===== config.mk =====
export PLATFORM = sky130hd
export DESIGN_NAME = uart_tx_frame
export DESIGN_NICKNAME = d
export VERILOG_FILES = /design/src/rtl/uart_tx_frame.sv
export SDC_FILE = /design/constraint.sdc
export NUM_CORES = 1
export LEC_CHECK = 0
export BUFFER_PORTS_ARGS = -buffer_cell sky130_fd_sc_hd__buf_4
export CAP_MARGIN = 10
export CORE_MARGIN = 2
export CORE_UTILIZATION = 41
export CTS_CLUSTER_SIZE = 10
export DETAILED_ROUTE_END_ITERATION = 10
export PLACE_DENSITY = 0.63
export SLEW_MARGIN = 20
export SYNTH_ARGS = -nofsm -noshare
export SYNTH_HDL_FRONTEND = slang
export SYNTH_SLANG_ARGS = --single-unit

===== constraint.sdc =====
create_clock -name clk -period 1.9 [get_ports clk]
set_clock_uncertainty 0.1 [all_clocks]
set_input_delay 0.285 -clock clk [delete_from_list [all_inputs] [get_ports clk]]
set_output_delay 0.285 -clock clk [all_outputs]
set_load 0.02 [all_outputs]

===== src/rtl/uart_tx_frame.sv =====
// UART transmit framer: start, 8 data bits LSB first, optional parity, stop bit(s).
// Define UART_TX_TWO_STOP_EN for two stop bits; default build sends one.
module uart_tx_frame #(
  parameter int unsigned CLKS_PER_BIT = 16
) (
  input  logic       clk,
  input  logic       rst,
  input  logic       tx_start,
  input  logic [7:0] data_in,
  input  logic [1:0] parity_type,
  input  logic       parity_in,
  output logic       tx_out,
  output logic       busy,
  output logic       done
);

  localparam int unsigned BAUD_W = (CLKS_PER_BIT > 1) ? $clog2(CLKS_PER_BIT) : 1;
  localparam logic [BAUD_W-1:0] BAUD_LAST = BAUD_W'(CLKS_PER_BIT - 1);

  typedef enum logic [2:0] {IDLE, START, DATA, PARITY, STOP} state_t;

  state_t            state_q, state_d;
  logic [BAUD_W-1:0] baud_q, baud_d;
  logic [2:0]        bit_q, bit_d;
  logic [7:0]        shift_q, shift_d;
  logic [1:0]        ptype_q, ptype_d;
  logic              pbit_q, pbit_d;
  logic              tx_q, tx_d;
  logic              busy_q, busy_d;
  logic              done_q, done_d;
  logic              baud_tc;
  logic              stop_last;
`ifdef UART_TX_TWO_STOP_EN
  logic              stop_q, stop_d;
`endif

  // State and shadow registers
  always_ff @(posedge clk) begin
    if (rst) begin
      state_q <= IDLE;
      baud_q  <= '0;
      bit_q   <= '0;
      shift_q <= '0;
      ptype_q <= '0;
      pbit_q  <= 1'b0;
      tx_q    <= 1'b1;
      busy_q  <= 1'b0;
      done_q  <= 1'b0;
`ifdef UART_TX_TWO_STOP_EN
      stop_q  <= 1'b0;
`endif
    end else begin
      state_q <= state_d;
      baud_q  <= baud_d;
      bit_q   <= bit_d;
      shift_q <= shift_d;
      ptype_q <= ptype_d;
      pbit_q  <= pbit_d;
      tx_q    <= tx_d;
      busy_q  <= busy_d;
      done_q  <= done_d;
`ifdef UART_TX_TWO_STOP_EN
      stop_q  <= stop_d;
`endif
    end
  end

  // Next-state, baud timing and registered output decode
  always_comb begin
    state_d = state_q;
    baud_d  = baud_q;
    bit_d   = bit_q;
    shift_d = shift_q;
    ptype_d = ptype_q;
    pbit_d  = pbit_q;
    done_d  = 1'b0;
    baud_tc = (baud_q == BAUD_LAST);
`ifdef UART_TX_TWO_STOP_EN
    stop_d    = stop_q;
    stop_last = stop_q;
`else
    stop_last = 1'b1;
`endif

    if (state_q != IDLE) begin
      baud_d = baud_tc ? '0 : baud_q + BAUD_W'(1);
    end

    case (state_q)
      IDLE: begin
        if (tx_start) begin
          state_d = START;
          baud_d  = '0;
          bit_d   = '0;
          shift_d = data_in;
          ptype_d = parity_type;
          pbit_d  = parity_in;
`ifdef UART_TX_TWO_STOP_EN
          stop_d  = 1'b0;
`endif
        end
      end
      START: begin
        if (baud_tc) state_d = DATA;
      end
      DATA: begin
        if (baud_tc) begin
          bit_d   = bit_q + 3'd1;
          shift_d = shift_q >> 1;
          if (bit_q == 3'd7) state_d = (|ptype_q) ? PARITY : STOP;
        end
      end
      PARITY: begin
        if (baud_tc) state_d = STOP;
      end
      STOP: begin
        if (baud_tc) begin
          if (stop_last) begin
            state_d = IDLE;
            done_d  = 1'b1;
          end else begin
`ifdef UART_TX_TWO_STOP_EN
            stop_d = 1'b1;
`endif
          end
        end
      end
      default: state_d = IDLE;
    endcase

    // Line level is decoded from the next state so tx_out stays registered
    case (state_d)
      START:   tx_d = 1'b0;
      DATA:    tx_d = shift_d[0];
      PARITY:  tx_d = pbit_d;
      default: tx_d = 1'b1;
    endcase
    busy_d = (state_d != IDLE);
  end

  assign tx_out = tx_q;
  assign busy   = busy_q;
  assign done   = done_q;

endmodule


# --- Yosys cells after proc, flatten, opt, wreduce, memory -nomap -nowiden ---
# Cells that the tools add are included.
# W data, S select, Z words.
word_totals:
  regBits: 24
  rom_bits: 0
  mem_bits_rw: 0
  latch_bits: 0
  output_inout_bits: 3
  wordCells: 54
  mem_count: 0
  input_bits: 14
classes:
  reduce_logical: 8
  bitwise: 1
  div_mod_pow: 0
  shifts: 0
  addsub: 2
  eq_ne: 11
  mul: 0
  n_mux: 22
  n_lt_le_gt_ge: 0
ops:
  columns: ["cell", "count"]
  rows:
  - ["$mux W3", 9]
  - ["$mux W4", 4]
  - ["$mux W8", 2]
  - ["$pmux W8 S2", 1]
  - ["$pmux W3 S5", 1]
  - ["$eq A3 B2 Y1 const B", 4]
  - ["$eq A3 B1 Y1 const B", 2]
  - ["$eq A3 B3 Y1 const B", 2]
  - ["$pmux W3 S2", 1]
  - ["$reduce_bool A3 Y1", 2]
  - ["$add A4 B1 Y4 const B", 1]
  - ["$eq A4 B4 Y1 const B", 1]
  - ["$ne A2 B2 Y1 const B", 2]
  - ["$reduce_or A2 Y1", 2]
  - ["$add A3 B1 Y3 const B", 1]
  - ["$logic_not A3 Y1", 1]
  - ["$mux W1", 3]
  - ["$pmux W1 S3", 1]
  - ["$reduce_and A3 Y1", 1]
  - ["$reduce_and A2 Y1", 1]
  - ["$reduce_bool A2 Y1", 1]
  - ["$not A1 Y1", 1]

# --- Depth between registers and ports, before layout ---
# Gate-level depths: netlist of run 1.
depth:
  word_depth: 7
  depth_mapped: 7
  ltp_nobuf: 7

# --- Worst setup path before layout of run 1 ---
# OpenSTA, ideal clock, no wires.
synth_timing:
  path_kind: "register -> register"
  start: "register state_q[2]"
  end: "register tx_q (netlist: tx_out)"
  n_path_buf: 2
  setup_time_ns: 0.122
  setup_slack_ns: 0.128
  t_required_ns: 1.678
  path_stages_with_launch: 8
  arrival_ns: 1.550
  period_less_slack_ns: 1.772
  cell_sequence: "dfxtp_1 > buf_6 > or4b_4 > buf_6 > nand2_4 > o32ai_2 > or2_1 > o32a_1"
synth_via:
  elab_chain_len: 5
  elab_cells_between_ends: 18
  classes_between: "eq/ne (7); mux (10); reduce/logical (1)"
synth_rtl:
  columns: ["item", "line", "rtl"]
  rows:
  - ["start: declaration", "22", "state_t state_q, state_d;"]
  - ["start signal: assignment", "53", "state_q <= state_d;"]
  - ["$mux W3", "110", "if (bit_q == 3'd7) state_d = (|ptype_q) ? PARITY : STOP;"]
  - ["$mux W3", "107", "if (baud_tc) begin"]
  - ["$pmux W3 S5", "89", "case (state_q)"]
  - ["$eq A3 B2 Y1 / $eq A3 B1 Y1 (equally long branches)", "132", "case (state_d)"]
  - ["$pmux W1 S3 (*)", "132", null]
  - ["end signal: assignment", "59", "tx_q <= tx_d;"]
  - ["end: declaration", "28", "logic tx_q, tx_d;"]
# Mark *: on every way between the ends. The rest lies on a longest branch, timed or not.
# A chain may end at the register's enable or synchronous reset.

# --- Worst setup path after layout of run 1 ---
layout_timing:
  start: "register state_q[1]"
  end: "register tx_q (netlist: tx_out)"
# The elaborated chain is that of the path after synthesis.

==> flow_metrics.tcl, run 1 <==
set metrics [dict create \
    max_freq_mhz 551 \
    netlist_area_um2 1110 \
    critical_path_class "reg -> reg" \
    drt_iter0_markers 11 \
    cts_tree "yes" \
    postCtsSetupBuffers 0 \
    gp_congestion 0.793 \
    syn_nets 146 \
    ys_types 35 \
    clock-sinks 24 \
    dieWidth_um 56.0 \
    hold_viol_final 0 \
    yosysTopAreaCellShare_pct 43.4 \
    htreeDepth 1 \
    synthCells 129 \
    cts_buffers 3 \
    synth_top_area_cell "dfxtp_1" \
    postSynth.asyncResetShare_pct 0 \
    final_nets 163 \
    worstPathCellList "or3b_1 > a21oi_1 > a211oi_2 > nand2b_1 > o32a_1" \
    required_ns 2.02 \
    period_share_pct 95.6 \
    yosys.cell_count.top_type "dfxtp_1" \
    yosysWarnings 0 \
    synth_commonest_cells "dfxtp_1, a21oi_1, nand2_1" \
    synth_area_leaders "dfxtp_1, a21oi_1, nand2_1, a22oi_1, nor2_1" \
    core_area_um2 2520 \
    wl_per_cell_um 13.1 \
    fin_crit_ns 1.82 \
    status "finished, final reports clean" \
    max-clock-path-buffers 2 \
    nFillCells 256 \
    dp_hpwl_um 1640 \
    cts_resized 0 \
    num_vias 957 \
    critPathSlowestCell "dfxtp_2" \
    grt_start_max_net_pins 25 \
    seq_area_frac_synth_pct 43.4 \
    die_h_um 56.0 \
    ys_ff_latch 24 \
    crit_fanout 9 \
    dieArea_um2 3130 \
    ys.flop_type "dfxtp_1" \
    antenna_cells 0 \
    clock_latency_ns 0.32 \
    worstMarginPinSlew_ns 0.444 \
    slew_headroom_pct 70.3 \
    grt_pass1_vias 941 \
    layout-drive-gt1-share_pct 22.8 \
    cap_viol_max_count 0 \
    fin_cells 175 \
    grt_usage_pct 15.7 \
    setup_violations 0 \
    antenna_found_initial 0 \
    syn_to_final_growth_pct 18.5 \
    worstRegToRegCells 5 \
    rows 18 \
    final_max_slew_viol_count 0 \
    slowest_delay_ns 0.43 \
    start_util_pct 43.9 \
    p_total_mw 1.06 \
    avgSynthCellArea_um2 8.58 \
    wirelength_um 2300 \
    p_leak_nw 0.524 \
    viasPerCell 5.47 \
    crit_path_end_kind "flop" \
    clk_pin_slew_ns 0.14 \
    ant_nets 0 \
    ir_worst_vdd_v 0.000493 \
    p_per_area_nw_per_um2 808 \
    gr-total-overflow 0 \
    synth_edf_count 0 \
    hp-class "in -> reg" \
    drt_pre_antenna_iters 4 \
    holdPathStages 3 \
    grt_pass1_wl_um 3930 \
    cts_hold_buf 0 \
    critPathLaunchType "flop" \
    io_pins 17 \
    crit_arrival_ns 1.94 \
    dpl.cell_count 171 \
    ctsRootBufferMaster "clkbuf_4" \
    drc 0 \
    port_buffers 16 \
]
-- routing by layer --
layer	track usage (%)	share of wire, %
met4	6.46	0.65
met3	3.26	3.1
met5	0	0
met2	26.4	48
met1	19.6	48
-- power by group --
part	internal [mW]	switching, mW
registers	0.530	0.0161
logic	0.0667	0.0748
clock network	0.213	0.160
-- cell families after synthesis --
family          synth area share [%]
fa+ha+maj                       3.39
flops                           43.4
buf+inv                         4.41
compound gates                  20.2
mux                            0.904
simple gates                    27.7
-- registers in the layout, summed over array words and instances, names as in the netlist, 2 cells and up --
name,cells
shift_q,8
state_q,3
baud_q,4
bit_q,3
ptype_q,2
-- critical path, delay by kind of cell (launching register included) --
kind,cells,cell delay (ns)
AO/OA/AOI/OAI,3,0.63
flip-flops,1,0.43
AND/OR/NAND/NOR,2,0.57
-- worst paths after layout --
check	from	slack (ns)	endpoint
setup / recovery	state_q[1]	0.08	tx_out
setup reg to reg	state_q[1]	0.08	tx_out
hold / removal	parity_type[1]	0.10	ptype_q[1]
hold reg to reg	shift_q[4]	0.37	shift_q[4]
-- per-stage QoR --
stage	utilization, %	hold slack, ns	instance area [µm²]	setup slack (ns)	setup TNS [ns]
finish	52.0	0.102	1310	0.0844	0
global route	52.0	0.0810	1310	-0.0328	-0.0328
CTS	51.3	0.0938	1290	0.0597	0
detailed placement	49.3	0.351	1240	0.0758	0
global placement	49.3	0.347	1240	0.0799	0
floorplan	-	0.270	1110	0.128	0
-- cell usage in the layout (no fill, tap or decap), types with 2 or more instances in the layout --
| cell | instances |
|---|---|
| nand2_1 | 16 |
| dfxtp_2 | 2 |
| or3_1 | 2 |
| o21ai_1 | 3 |
| clkbuf_4 | 3 |
| or2_1 | 2 |
| a21oi_1 | 19 |
| ha_1 | 2 |
| nand3_1 | 5 |
| nor3_1 | 4 |
| nor2_1 | 12 |
| nand3b_1 | 2 |
| dfxtp_1 | 22 |
| a22oi_1 | 7 |
| buf_4 | 19 |
| and3_1 | 2 |
-- final cells by class --
type / count / area, µm² / area share [%]
Multi-Input combinational cell: 97 / 593 / 45.2
Sequential cell: 24 / 483 / 36.8
Timing Repair Buffer: 19 / 143 / 10.9
Tap cell: 30 / 37.5 / 2.86
Clock inverter: 1 / 30.0 / 2.29
Clock buffer: 3 / 22.5 / 1.72
Inverter: 1 / 3.75 / 0.286
Power figures use the tool's default switching activity.
==> run 2: changes to the inputs <==
--- a/config.mk
+++ b/config.mk
@@ -7,11 +7,14 @@
 export LEC_CHECK = 0
 export BUFFER_PORTS_ARGS = -buffer_cell sky130_fd_sc_hd__buf_4
 export CAP_MARGIN = 10
+export CELL_PAD_IN_SITES_DETAIL_PLACEMENT = 0
+export CELL_PAD_IN_SITES_GLOBAL_PLACEMENT = 1
 export CORE_MARGIN = 2
-export CORE_UTILIZATION = 41
+export CORE_UTILIZATION = 37
 export CTS_CLUSTER_SIZE = 10
 export DETAILED_ROUTE_END_ITERATION = 10
-export PLACE_DENSITY = 0.63
+export MAX_ROUTING_LAYER = met4
+export PLACE_DENSITY = 0.73
 export SLEW_MARGIN = 20
 export SYNTH_ARGS = -nofsm -noshare
 export SYNTH_HDL_FRONTEND = slang
==> run 2 against run 1 <==
First-iteration DRC count increased to 3.1 times the previous value. Non-clock buffer count up 3. Sequential share of layout area down 0.48 points. Largest cell class unchanged.
==> flow_metrics.tcl, run 2 (synthesized netlist as in run 1, its figures left out) <==
set metrics [dict create \
    gp_congestion 0.729 \
    pre_cts_ws_ns 0.0999 \
    slew_headroom_pct 68.5 \
    grt_pass1_vias 867 \
    whs_ns 0.0952 \
    final_max_slew_viol_count 0 \
    ctsRootBufferMaster "clkbuf_4" \
    gr-total-overflow 0 \
    rsz0062_at_grt "no" \
    cts_tree "yes" \
    clk_pin_slew_ns 0.13 \
    ir_worst_vdd_v 0.000494 \
    setup_tns_ns 0 \
    crit_path_end_kind "flop" \
    status "finished, final reports clean" \
    setup_violations 0 \
    cap_viol_max_count 0 \
    htreeDepth 1 \
    fin_crit_ns 1.78 \
    p_leak_nw 0.537 \
    period_share_pct 93.7 \
    hold_viol_final 0 \
    die_h_um 58.7 \
    max_freq_mhz 562 \
    required_ns 2.03 \
    regMostFlops "shift_q" \
    cts_buffers 3 \
    port_buffers 16 \
    nFillCells 274 \
    largest_reg_flops 8 \
    critPathLaunchType "flop" \
    worstMarginPinSlew_ns 0.470 \
    io_pins 17 \
    wirelength_um 2200 \
    layout-drive-gt1-share_pct 23.6 \
    num_vias 943 \
    postCtsSetupBuffers 0 \
    clock_latency_ns 0.32 \
    start_util_pct 39.5 \
    antenna_cells 0 \
    syn_to_final_growth_pct 20.1 \
    drt_iter0_markers 34 \
    dieWidth_um 58.7 \
    p_per_area_nw_per_um2 800 \
    grt_pass1_wl_um 3880 \
    final_nets 166 \
    grt_start_max_net_pins 25 \
    reg_top3 "shift_q (8), baud_q (4)" \
    drc 0 \
    antenna_found_initial 0 \
    rows 19 \
    grt_usage_pct 15.3 \
    worstRegToRegCells 6 \
    crit_arrival_ns 1.91 \
    max-clock-path-buffers 2 \
    viasPerCell 5.27 \
    core_area_um2 2810 \
    ant_nets 0 \
    crit_fanout 4 \
    critical_path_class "reg -> reg" \
    hp-class "in -> reg" \
    dp_hpwl_um 1590 \
    clock-sinks 24 \
    wl_per_cell_um 12.3 \
    drt_pre_antenna_iters 4 \
    worst_slack_ns 0.120 \
    dieArea_um2 3450 \
    holdPathStages 3 \
    final_cell_mix "dfxtp_1, buf_4, a21oi_1" \
]
## run 2: cell types whose count changed in the layout (fill, tap and decap cells not counted), sizes merged
cell / delta
buf: +3
## run 2: what timing repair did
| action | 4_1_cts | 5_1_grt |
|---|---|---|
| gates resized for setup | 0 | 5 |
| hold buffers | 0 | 0 |
| endpoints found under the setup margin | 0 | 6 |
| hold endpoints to repair | 0 | 0 |
## run 2: final timing paths
kind	from	end	slack, ns
max	baud_q[0]	tx_out	0.12
min	data_in[7]	shift_q[7]	0.1
max reg2reg	baud_q[0]	tx_out	0.12
min reg2reg	shift_q[3]	shift_q[3]	0.37
## run 2: layout make-up
cell class                 count  area, µm²  area share, %
tap                           31       38.8           2.92
multi-input combinational     97        587           44.1
clock inverter                 1       30.0           2.26
inverter                       1       3.75          0.282
timing repair buffer          22        165           12.4
clock buffer                   3       22.5           1.69
sequential                    24        483           36.3
## run 2: metrics by stage
| stage | utilization [%] | cell area, µm² | instances | total power, mW |
|---|---|---|---|---|
| floorplan | - | 1110 | 129 | 0.648 |
| finish | 47.4 | 1330 | 179 | 1.06 |
| global route | 47.4 | 1330 | 179 | 1.12 |
| detailed placement | 45.1 | 1270 | 175 | 0.701 |
| global placement | 45.1 | 1270 | 175 | 0.699 |
| CTS | 47.0 | 1320 | 179 | 1.08 |
## run 2: power by group
group	switching (mW)	internal (mW)	total (mW)	leakage, nW
Combinational	0.0744	0.0690	0.143	0.312
Clock	0.161	0.213	0.375	0.0279
Sequential	0.0164	0.530	0.546	0.197
Total	0.252	0.812	1.06	0.537
## run 2: metal layers
layer / GRT usage [%] / wire (µm) / vias to the layer above
met5: - / 0 / -
met4: 3.90 / 8 / 0
met1: 19.8 / 1080 / 422
met3: 4.62 / 115 / 2
met2: 23.3 / 1000 / 23
li1: - / - / 496
## run 2: critical path, stage by stage (launching register included)
cell and delay (ns):
dfxtp_1 0.40, ha_2 0.25, and3_1 0.22, and4b_1 0.24
o32ai_2 0.10, or2_1 0.23, o32a_1 0.16
==> run 3: changes to the inputs <==
--- a/config.mk
+++ b/config.mk
@@ -10,12 +10,12 @@
 export CELL_PAD_IN_SITES_DETAIL_PLACEMENT = 0
 export CELL_PAD_IN_SITES_GLOBAL_PLACEMENT = 1
 export CORE_MARGIN = 2
-export CORE_UTILIZATION = 37
+export CORE_UTILIZATION = 41
 export CTS_CLUSTER_SIZE = 10
 export DETAILED_ROUTE_END_ITERATION = 10
 export MAX_ROUTING_LAYER = met4
-export PLACE_DENSITY = 0.73
-export SLEW_MARGIN = 20
+export PLACE_DENSITY = 0.77
+export SLEW_MARGIN = 5
 export SYNTH_ARGS = -nofsm -noshare
 export SYNTH_HDL_FRONTEND = slang
 export SYNTH_SLANG_ARGS = --single-unit
==> constraint.sdc (replaced) <==
create_clock -name clk -period 2.17 [get_ports clk]
set_clock_uncertainty 0.1 [all_clocks]
set_input_delay 0.3255 -clock clk [delete_from_list [all_inputs] [get_ports clk]]
set_output_delay 0.3255 -clock clk [all_outputs]
set_load 0.02 [all_outputs]
==> run 3 against run 2 <==
Cell count fell by 2.8%. Die area fell by 9.1%. Routed wire length rose by 3.2%. Power fell by 26%. Global-route usage rose by 0.75 points. Setup slack improved by 0.11 ns. Clock power fell by 49%. First-iteration DRC count fell by 24%. Final area fell by 4.9%. Via count rose by 0.64%. Critical endpoint unchanged. Largest cell class unchanged. Largest power group unchanged. Highest routed layer unchanged.
==> flow_metrics.tcl, run 3 (synthesized netlist as in run 1, its figures left out) <==
set metrics [dict create \
    critical_path_class "reg -> reg" \
    switching_share_pct 25.9 \
    path_buf_inv 0 \
    cts_tree "yes" \
    dp_hpwl_um 1670 \
    worstPathCellList "or3b_1 > nor2_1 > o21ai_1 > o32a_1" \
    grt_pass1_wl_um 3860 \
    setup_tns_ns 0 \
    rows 18 \
    hold_viol_final 0 \
    required_ns 2.28 \
    p_leak_nw 0.509 \
    worst_slack_ns 0.233 \
    crit_arrival_ns 2.05 \
    p_int_uw 587 \
    final_common_cell "dfxtp_1" \
    hold_start "data_in[7]" \
    port_buffers 16 \
    gr-total-overflow 0 \
    syn_to_final_growth_pct 14.2 \
    pre_cts_ws_ns 0.268 \
    critPathLaunchType "flop" \
    max_freq_mhz 516 \
    start_util_pct 43.9 \
    largest_reg_flops 8 \
    htreeDepth 1 \
    comb_power_share_pct 15.5 \
    crit_start "state_q[1]" \
    regMostFlops "shift_q" \
    final_max_slew_viol_count 0 \
    p_per_area_nw_per_um2 626 \
    io_pins 17 \
    p_switching_uw 205 \
    period_share_pct 89.2 \
    antenna_found_initial 0 \
    ctsRootBufferMaster "clkbuf_4" \
    worstMarginPinSlew_ns 0.517 \
    cap_viol_max_count 0 \
    clock-sinks 24 \
    cp_top_family "simple AND/OR/NAND/NOR gates" \
    reg2reg_to "tx_out" \
    cts_buffers 3 \
    reg_top3 "shift_q (8), baud_q (4)" \
    drt_iter0_markers 26 \
    worstRegToRegCells 4 \
    crit_fanout 9 \
    core_area_um2 2520 \
    slew_headroom_pct 65.3 \
    cts_hold_buf 0 \
    antenna_cells 0 \
    clock_latency_ns 0.31 \
    final_nets 163 \
    grt_pass1_vias 914 \
    max-clock-path-buffers 2 \
    wl_per_cell_um 13.1 \
    drc 0 \
    gp_congestion 0.778 \
    num_vias 949 \
    wirelength_um 2270 \
    dieWidth_um 56.0 \
    fin_crit_ns 1.94 \
    layout-drive-gt1-share_pct 18.1 \
    r2r_slack_ns 0.23 \
    grt_usage_pct 16.0 \
    r2r-start "state_q[1]" \
    postCtsSetupBuffers 0 \
    dieArea_um2 3130 \
    crit_path_end_kind "flop" \
    ir_worst_vdd_v 0.000364 \
    holdPathEnd "shift_q[7]" \
    clock_power_share_pct 24.2 \
    critPathSlowestCell "dfxtp_1" \
    hp-class "in -> reg" \
    rsz0062_at_grt "no" \
    cts_resized 0 \
    setup_violations 0 \
    status "finished, final reports clean" \
    viasPerCell 5.45 \
    slowest_delay_ns 0.48 \
    final_cell_mix "dfxtp_1, a21oi_1, buf_4" \
    seqPwrFrac_pct 60.3 \
    die_h_um 56.0 \
    holdPathStages 3 \
    clk_pin_slew_ns 0.13 \
    grt_start_max_net_pins 25 \
    ant_nets 0 \
    drt_pre_antenna_iters 4 \
]
[run 3: cell count changes in the layout (fill, tap and decap cells not counted)]
cell,delta
dfxtp_1,+2
dfxtp_2,-2
ha_2,-1
nor2_1,+1
bufinv_16,-1
nor2_2,-1
buf_4,-3
a21oi_1,+1
a21oi_2,-1
ha_1,+1
[run 3: worst reg2reg max path: cells and delay by family (launching register included)]
kind	cells	cell delay (ns)
and+or+nand+nor	2	0.76
DFF	1	0.48
AOI/OAI and AO/OA	2	0.50
[run 3: power by group through the flow]
stage	combinational, mW	sequential [mW]	clock (mW)
after CTS	0.124	0.478	0.204
after global placement	0.123	0.487	0
after detailed placement	0.124	0.488	0
after floorplan	0.0776	0.490	0
final	0.123	0.477	0.191
after global routing	0.137	0.481	0.223
[run 3: cell type report]
type	count	area [µm²]
well taps	30	37.5
multi-input cells	97	578
inverters	1	3.75
clock buffers	3	22.5
repair buffers	19	143
flip-flops and latches	24	480
fillers	255	1260
[run 3: worst max path at each step]
stage | endpoint | slack, ns | cells after the start
final | tx_out | 0.23 | 4
after global routing | tx_out | 0.08 | 4
after CTS | tx_out | 0.25 | 4
after detailed placement | tx_out | 0.27 | 4
after global placement | tx_out | 0.37 | 4
after floorplan | tx_out | 0.40 | 7
[run 3: layer usage]
metal | up-vias | GRT usage, % | wire length [µm]
li1 | 489 | - | -
met5 | - | - | 0
met3 | 5 | 2.33 | 80
met4 | 0 | 8.50 | 38
met1 | 432 | 19.3 | 1040
met2 | 23 | 25.7 | 1120
[run 3: stage by stage]
step	cell area (µm²)	hold WS [ns]	power [mW]	utilization, %	std cells
3_5_place_dp	1240	0.350	0.611	49.3	171
6_report	1260	0.143	0.792	50.1	174
2_1_floorplan	1110	0.310	0.567	-	129
4_1_cts	1260	0.130	0.806	50.1	174
5_1_grt	1260	0.126	0.841	50.1	174
3_3_place_gp	1240	0.349	0.610	49.3	171
